### config.mk
export PLATFORM = sky130hd
export DESIGN_NAME = instr_queue
export DESIGN_NICKNAME = d
export VERILOG_FILES = /design/src/rtl/instr_queue.sv
export SDC_FILE = /design/constraint.sdc
export NUM_CORES = 1
export LEC_CHECK = 0
export CORE_MARGIN = 1.5
export CORE_UTILIZATION = 51
export CTS_BUF_LIST = sky130_fd_sc_hd__clkbuf_2
export DETAILED_ROUTE_END_ITERATION = 6
export PLACE_DENSITY_LB_ADDON = 0.1
export SLEW_MARGIN = 30
export SYNTH_ARGS = -nofsm -noshare
export SYNTH_HDL_FRONTEND = slang
export SYNTH_SLANG_ARGS = --single-unit
### constraint.sdc
create_clock -name clk -period 12.4 [get_ports clk]
set_clock_uncertainty 0.2 [all_clocks]
set_input_delay 1.86 -clock clk [delete_from_list [all_inputs] [get_ports clk]]
set_output_delay 1.86 -clock clk [all_outputs]
set_load 0.1 [all_outputs]
### src/rtl/instr_queue.sv
// instr_queue: circular fetch-to-decode instruction buffer with flush, async reset
// and a registered head that is presented to the decoder only when non-empty.
module instr_queue #(
    parameter int QueueDepth = 16,
    parameter int PtrLength  = 3
) (
    input  logic        clk,
    input  logic        rst,
    input  logic        is_valid_from_fc,
    input  logic [31:0] pc_from_fc,
    input  logic [31:0] instr_from_fc,
    output logic        is_full_to_fc,
    input  logic        is_ready_from_issue,
    input  logic        is_clear_from_rob,
    output logic        is_empty_to_dc,
    output logic [31:0] pc_to_dc,
    output logic [31:0] instr_to_dc
);
    localparam logic [PtrLength+1:0] FullCount = (PtrLength+2)'(QueueDepth);
    logic [31:0]        r_pc    [QueueDepth];
    logic [31:0]        r_instr [QueueDepth];
    logic [PtrLength:0]   r_head;
    logic [PtrLength:0]   r_tail;
    logic [PtrLength+1:0] r_count;
    logic                 w_push;
    logic                 w_pop;
    always_comb begin
        is_full_to_fc  = r_count == FullCount;
        is_empty_to_dc = r_count == '0;
        w_push         = is_valid_from_fc && !is_full_to_fc && !is_clear_from_rob;
        w_pop          = !is_empty_to_dc && is_ready_from_issue && !is_clear_from_rob;
        pc_to_dc       = is_empty_to_dc ? 32'h0 : r_pc[r_head];
        instr_to_dc    = is_empty_to_dc ? 32'h0 : r_instr[r_head];
    end
    // Pointers are exactly log2(QueueDepth) bits wide, so wrap is free.
    always_ff @(posedge clk or posedge rst) begin
        if (rst) begin
            r_head  <= '0;
            r_tail  <= '0;
            r_count <= '0;
        end else if (is_clear_from_rob) begin
            r_head  <= '0;
            r_tail  <= '0;
            r_count <= '0;
        end else begin
            r_head  <= r_head + (PtrLength+1)'(w_pop);
            r_tail  <= r_tail + (PtrLength+1)'(w_push);
            r_count <= r_count + (PtrLength+2)'(w_push) - (PtrLength+2)'(w_pop);
        end
    end
    always_ff @(posedge clk) begin
        if (w_push && !rst) begin
            r_pc[r_tail]    <= pc_from_fc;
            r_instr[r_tail] <= instr_from_fc;
        end
    end
endmodule

# Word level (Yosys, flattened, before mapping)
# Memory sizes are Yosys's and may differ from the RTL's.
# Index checks and enable logic that the tools add are counted.
[totals]
regBits = 13
latchBits = 0
mem_bits_rw = 1024
romBits = 0
inputBits = 69
output_inout_bits = 66
word_cells = 27
mem_count = 2
[mem_list]
columns = ["memory", "words", "word_bits", "rd", "rd_clocked_by_memory_dff", "wr", "line", "rtl"]
rows = [
  ["r_instr", 16, 32, 1, 0, 1, "21", "logic [31:0] r_instr [QueueDepth];"],
  ["r_pc", 16, 32, 1, 0, 1, "20", "logic [31:0] r_pc [QueueDepth];"],
]
[classes]
add_sub_neg = 4
n_mul = 0
div_mod_pow = 0
order_cmp = 0
n_eq_ne = 1
shift = 0
n_mux = 7
bitwise = 0
n_reduce_logical = 10
[ops]
columns = ["operator", "n"]
rows = [
  ["two-way mux 32 bit", 2],
  ["adder 4 x 1 -> 4 bit", 2],
  ["two-way mux 4 bit", 2],
  ["adder 5 x 1 -> 5 bit", 1],
  ["== test 5 bit (second input constant)", 1],
  ["logical AND 1 bit", 5],
  ["logical NOT 5 bit", 1],
  ["two-way mux 5 bit", 1],
  ["subtractor 5 x 1 -> 5 bit", 1],
  ["logical NOT 1 bit", 4],
  ["two-way mux 1 bit", 2],
]

# Depth between registers and ports, before layout
# Gate-level depths: netlist of run 1.
[depth]
depth_word = 7
depth_mapped = 14
mapped_depth_nobuf = 14

# Worst setup path after synthesis of run 1
# Ideal clock, no wire load.
[synth_timing]
path_type = "input to register"
startpoint = "input is_clear_from_rob"
endpoint = "memory r_instr[4][0], enable pin"
setup_time_ps = 565
t_arrival_ps = 6841
required_time_ps = 11635
slack_ps = 4794
stages = 4
path_buffers = 0
path_cell_list = "nand2b_1 nor4b_1 nand2b_1 nor3_1"
[synth_via]
elab_chain_cells = 5
[synth_lines]
columns = ["element", "line", "rtl"]
rows = [
  ["from (decl)", "14", "input logic is_clear_from_rob,"],
  ["logical NOT 1 bit", "30", "w_push = is_valid_from_fc && !is_full_to_fc && !is_clear_from_rob;"],
  ["logical AND 1 bit", "30", ""],
  ["logical AND 1 bit", "52", "if (w_push && !rst) begin"],
  ["two-way mux 1 bit", "52", ""],
  ["two-way mux 1 bit (implied by the code)", "54", "r_instr[r_tail] <= instr_from_fc;"],
  ["to (decl)", "21", ""],
]
# No other way between the ends.

# Worst setup path in the final report of run 1
[layout_timing]
startpoint = "register r_head[0]"
endpoint = "output pc_to_dc[28]"
[layout_via]
elab_chain_cells = 2
[layout_lines]
columns = ["element", "line", "rtl"]
rows = [
  ["from (decl)", "22", "logic [PtrLength:0] r_head;"],
  ["from (signal assigned)", "46", "r_head <= r_head + (PtrLength+1)'(w_pop);"],
  ["memory (16 x 32 bit)", "n/a", ""],
  ["two-way mux 32 bit", "32", "pc_to_dc = is_empty_to_dc ? 32'h0 : r_pc[r_head];"],
  ["to (decl)", "16", "output logic [31:0] pc_to_dc,"],
]
# No other way between the ends.

==> metrics.md, run 1 <==
| Metric | Value |
|---|---|
| Minimum clock period | 7.50 ns |
| Outcome | complete, no violations |
| Critical Path RT | 10.34 ns |
| CP Class | flop to primary output |
| Initial Utilization | 51.5% |
| Die height | 280 µm |
| Worst setup startpoint | r_head[0] |
| WP buf/inv | 3 |
| Most frequent cell after synthesis | edfxtp_1 |
| Sequential cell area | 0.0311 mm² |
| Die area | 0.0783 mm² |
| Fmax | 0.133 GHz |
| Worst Hold Depth | 2 |
| Hold Path Class | flop to flop |
| First-pass GRT wire length | 130,000 µm |
| Setup TNS | 0 ns |
| CTS tree | built |
| Num CTS Buffers | 278 |
| Combinational share of power | 24.7% |
| Max Root-Sink Buffers | 4 |
| Inst Count DP | 2,722 |
| Commonest cells post-synth | edfxtp_1 (1,024), mux4_2 (256), a221o_1 (63), a22o_1 (63), clkbuf_1 (35) |
| Synth warnings | 0 |
| RR Startpoint | r_count[2] |
| Port Buffer Count | 134 |
| Router iterations before antenna repair | 5 |
| VDD IR max | 0.129 mV |
| Maxcap violations | 0 |
| Setup violators final | 0 |
| Largest net degree at the start of global routing | 111 |
| Area after DPL | 0.0419 mm² |
| Area of the multi-input gates | 0.00769 mm² |
| Initial antenna violation count | 5 |
| Worst hold start | r_tail[2] |
| EDFF count, synth | 1,024 |
| FP Rows | 101 |
| Synth cell types | 33 |
| CP cell instances | buf_4 > buf_6 > mux4_2 > a22o_1 > a221o_1 > clkdlybuf4s50_1 |
| Switching power | 2.68 mW |
| Routability-driven placement congestion ratio | 0.706 |
| Grt total ovfl | 0 |
| Top Family by Delay on Critical Path | buffers and inverters |
| Yosys reg bits | 1,037 |
| Final hold vios | 0 |
| GRT Util Overall | 23.1% |
| Delay of the slowest critical-path stage | 0.98 ns |
| Drt drc | 0 |
| Crit path launch type | flop |
| Slowest cell on the critical path | clkdlybuf4s50_1 |
| Share of power burned in registers | 48.3% |
| Synth Instances | 1,594 |
| Tightest Pin Transition | 1.02 ns |
| Clock root buffer | clkbuf_2 |
| FF-to-FF path depth | 7 |
| Yosys top cell by area | edfxtp_1 |
| Antenna-violating nets left | 0 |
| Die Width | 280 µm |
| Syn_area_per_cell | 24.5 µm² |
| # IOs | 135 |
| H-Tree Depth | 5 |
| Lkg Pwr | 14.1 nW |
| Pwr dens | 183 mW/mm² |
| Fillers | 5,651 |
| Final WS setup | 4.90 ns |
| Dpl hpwl | 44,000 µm |
| Later-pin clock latency in the skew report | 1.34 ns |
| Buffer count from post-CTS setup fixing | 0 |
| Hold-fix buffers at CTS | 0 |
| Unrepaired setup endpoints after global routing | no |
| FFs w/ async S/R, synth | 1.25% |
| Fraction of layout cells with a size suffix above 1 | 34.6% |
| Vias in the first global route | 20,400 |
| Internal power | 5.40 mW |
| Clk pin slew, worst setup/hold paths | 0.09 ns |
| Crit path DAT | 5.44 ns |
| Ys flop type | edfxtp_1 |
| Iteration-0 DRC Markers | 1,429 |
| Critical Path End Type | primary output |
| Design Area, Final | 0.0442 mm² |
| Sw Share | 33.2% |
| Clk pwr share | 27.0% |
| Synth top area share | 78.7% |
| Via Count | 18,600 |
| Vias/cell | 5.85 |
| Seq/Total Area, Yosys | 79.5% |
| Routed WL per cell | 27.6 µm |
| Max_slew headroom | 32.0% |
| Final non-filler cell total | 3,178 |
| Placement Setup Slack | 5.81 ns |
| Slew Viols, Final | 0 |
| Post-cts sizing count | 0 |
| Period Utilization, post-route | 60.5% |
| CP max FO | 45 |
| Syn-to-layout area delta | 13.1% |
| Core area | 0.0759 mm² |
| R2r setup slk | 8.53 ns |
| Synth top area cells | edfxtp_1 (79%), mux4_2 (15%), a221o_1 (1.6%), a22o_1 (1.4%), dfrtp_1 (0.83%) |
| Post-Syn Area | 0.0391 mm² |
| Fin nets | 2,054 |
| Clk sink count | 1,037 |
| Syn Nets | 1,674 |
| Critical path depth | 6 |
| Drt total wl | 87,700 µm |
worst min-delay path: cells and delay by family (launching register included):
| family | cells | cell delay [ns] |
|---|---|---|
| flops | 1 | 0.40 |
| simple gates | 1 | 0.08 |
| xor+xnor | 1 | 0.08 |
path summary, 6_finish.rpt:
check	end
max reg2reg	r_pc[7][30]
min	r_tail[2]
max in group asynchronous	r_head[0]
max	pc_to_dc[28]
min in group asynchronous	r_head[2]
min reg2reg	r_tail[2]
state kept, by name, summed over array words and instances (netlist names):
register and count:
r_count 5, r_head 4, r_instr 512, r_pc 512
r_tail 4
per-stage QoR:
stage                     power, mW  hold WS (ns)  util, %
final                          8.09         0.390     58.2
after global routing           8.43         0.469     58.2
after CTS                      8.19         0.396     58.1
after detailed placement       6.00         0.378     55.2
after global placement         5.99         0.364     55.0
after floorplan                5.50         0.335        -
cell type report:
class	instances	share of cell area, %
Antenna cell	7	0.0396
Clock buffer	388	4.39
Clock inverter	59	0.694
Inverter	10	0.0849
Multi-Input combinational cell	465	17.4
Sequential cell	1037	70.3
Tap cell	1030	2.92
Timing Repair Buffer	182	4.14
placed cells by master, fill, tap and decap left out, types with 7 or more instances in the layout:
master,instances
a221o_1,63
a22o_1,63
buf_4,34
buf_6,7
clkbuf_2,388
clkdlybuf4s50_1,128
clkinv_1,46
dfrtp_1,10
diode_2,7
edfxtp_1,1024
ha_1,10
inv_1,10
inv_2,8
mux4_2,256
nor2_1,7
nor2_4,16
nor2b_1,7
cells by family (layout without fill, tap and decap cells):
group                    Yosys count  in the layout  share of synthesized area (%)
AO/OA/AOI/OAI                    132            132                           3.12
XOR/XNOR                           6              6                          0.134
adder cells (fa/ha/maj)           11             11                          0.371
buffers and inverters             92            639                           1.25
flip-flops                      1037           1037                           79.5
multiplexers                     258            258                           14.8
other                              0              7                              0
AND/OR/NAND/NOR                   58             58                          0.804
power by group through the flow:
stage	sequential (mW)	combinational, mW	clock [mW]
5_1_grt	3.91	2.08	2.45
4_1_cts	3.90	2.02	2.27
2_1_floorplan	3.97	1.54	0
3_3_place_gp	3.98	2.01	0
6_report	3.90	2.00	2.18
3_5_place_dp	3.98	2.01	0
layer usage:
metal	vias up	routed length, µm	track usage, %
met2	603	44900	38.3
met1	9955	36400	31.0
li1	7889	-	-
met3	145	4720	4.77
met4	6	1550	7.65
met5	-	33	0
Power figures use the tool's default switching activity.
==> run 2: changes to the inputs <==
Clock period 12.4 ns to 7.52 ns, I/O delays scaled along.
==> metrics.md, run 2 (synthesized netlist as in run 1, its figures left out) <==
| Metric | Value |
|---|---|
| CP max FO | 51 (+13%) |
| Vias/cell | 5.93 (+1.3%) |
| Initial Utilization | 51.5% (unchanged) |
| Largest regs | r_instr: 512 flops, r_pc: 512 flops, r_count: 5 flops |
| Router iterations before antenna repair | 5 (unchanged) |
| Worst setup startpoint | r_head[1] |
| Hold Path Class | flop to flop |
| Num CTS Buffers | 275 (-1.1%) |
| Critical Path End Type | primary output |
| Critical Path RT | 6.19 ns (-4.15 ns) |
| Core area | 0.0759 mm² (unchanged) |
| Tightest Pin Transition | 1.01 ns (-0.00366 ns) |
| Clock root buffer | clkbuf_2 |
| R2r setup slk | 4.10 ns (-4.43 ns) |
| Pwr dens | 301 mW/mm² (+65%) |
| Crit path DAT | 5.14 ns (-0.30 ns) |
| Iteration-0 DRC Markers | 1,495 (+4.6%) |
| Top Family by Delay on Critical Path | buffers and inverters |
| Antenna-violating nets left | 0 (unchanged) |
| Final hold vios | 0 (unchanged) |
| Maxcap violations | 0 (unchanged) |
| Syn-to-layout area delta | 13.2% (about the same) |
| Crit path launch type | flop |
| RR Startpoint | r_count[2] |
| FF-to-FF path depth | 7 (unchanged) |
| Dpl hpwl | 43,500 µm (-1.3%) |
| Grt total ovfl | 0 (unchanged) |
| Hold EP | r_tail[3] |
| Clk sink count | 1,037 (unchanged) |
| Worst Hold Depth | 2 (unchanged) |
| CP Class | flop to primary output |
| Routed WL per cell | 28.2 µm (+2.2%) |
| WP buf/inv | 2 (-1) |
| Commonest non-fill, non-tap cells in the layout | edfxtp_1 (1,024), clkbuf_2 (374), mux4_2 (256) |
| Clk pin slew, worst setup/hold paths | 0.10 ns (about the same) |
| Die height | 280 µm (unchanged) |
| Lkg Pwr | 14.1 nW (-0.33%) |
| Routability-driven placement congestion ratio | 0.717 (+1.7%) |
| Slowest cell on the critical path | dfrtp_4 |
| Drt drc | 0 (unchanged) |
| Drt total wl | 88,900 µm (+1.4%) |
| CP cell instances | buf_4 > mux4_2 > a22o_1 > a221o_1 > clkdlybuf4s50_1 |
| Fin nets | 2,049 (-0.24%) |
| Via Count | 18,700 (+0.58%) |
| Minimum clock period | 6.47 ns |
| Worst hold start | r_tail[3] |
| VDD IR max | 0.263 mV (+100%) |
| Area after DPL | 0.0420 mm² (+0.33%) |
| Fmax | 0.155 GHz |
| Initial antenna violation count | 6 (+1) |
| Setup violators final | 0 (unchanged) |
| Die area | 0.0783 mm² (unchanged) |
| FP Rows | 101 (unchanged) |
| CTS tree | built |
| H-Tree Depth | 5 (unchanged) |
| First-pass GRT wire length | 130,000 µm (about the same) |
| Largest net degree at the start of global routing | 65 (-41%) |
| Max_slew headroom | 32.2% (+0.24 points) |
| Vias in the first global route | 20,300 (-0.58%) |
| Post-layout util | 58.2% (about the same) |
| Setup TNS | 0 ns (unchanged) |
| Max Root-Sink Buffers | 4 (unchanged) |
| Outcome | complete, no violations |
| GRT Util Overall | 23.3% (+0.18 points) |
| Slew Viols, Final | 0 (unchanged) |
| Period Utilization, post-route | 86.0% |
| # IOs | 135 (unchanged) |
| Later-pin clock latency in the skew report | 1.36 ns (+0.02 ns) |
| Unrepaired setup endpoints after global routing | no |
| Port Buffer Count | 134 (unchanged) |
| Reg-to-reg endpoint | r_pc[2][30] |
| Fraction of layout cells with a size suffix above 1 | 34.1% (-0.49 points) |
| Delay of the slowest critical-path stage | 1.01 ns (+0.03 ns) |
| Commonest non-fill, non-tap cell in the layout | edfxtp_1 |
| Design Area, Final | 0.0442 mm² (about the same) |
| Final Power | 13.3 mW (+65%) |
| Buffer count from post-CTS setup fixing | 0 (unchanged) |
| Die Width | 280 µm (unchanged) |
## run 2: through the flow
step / instances / hold slack [ns] / setup WS, ns
detailed placement: 2721 / 0.383 / 2.35
global placement: 2717 / 0.363 / 2.33
CTS: 3152 / 0.258 / 0.780
finish: 3156 / 0.399 / 1.05
floorplan: 1594 / 0.335 / 0.646
global route: 3156 / 0.375 / 0.798
## run 2: final cells by class
cell class,instances,area (µm²)
antenna,4,10.0
clock buffer,374,1870
clock inverter,56,318
fill,5680,31700
inverter,10,37.5
multi-input combinational,465,7690
sequential,1037,31100
tap,1030,1290
timing repair buffer,180,1920
## run 2: per-layer routing
metal / GRT usage, % / wire length, µm
met1: 30.7 / 36500
met2: 38.3 / 44800
met3: 5.45 / 5680
met4: 8.50 / 1850
met5: 0 / 18
## run 2: power breakdown
part	leakage [nW]	internal, mW	switching [mW]
clock	1.71	1.46	2.13
sequential	9.38	6.39	0.0460
combinational	2.96	1.04	2.25
total	14.1	8.89	4.43
## run 2: tightest hold or removal path, stage by stage, from the launching register on
cell and delay, ns:
dfrtp_1 0.40, xor2_1 0.08, nor2_1 0.08
## run 2: worst max-delay path by stage
| stage | to | cells after the start |
|---|---|---|
| after floorplan | r_instr[4][0] | 4 |
| after global placement | instr_to_dc[30] | 5 |
| after detailed placement | pc_to_dc[7] | 5 |
| after CTS | pc_to_dc[7] | 5 |
| after global routing | pc_to_dc[1] | 5 |
| final | pc_to_dc[1] | 5 |
## run 2: what timing repair did
item / CTS / global route
hold buffers: 1 / 0
resized for setup: 0 / 0
hold endpoints to repair: 13 / 0
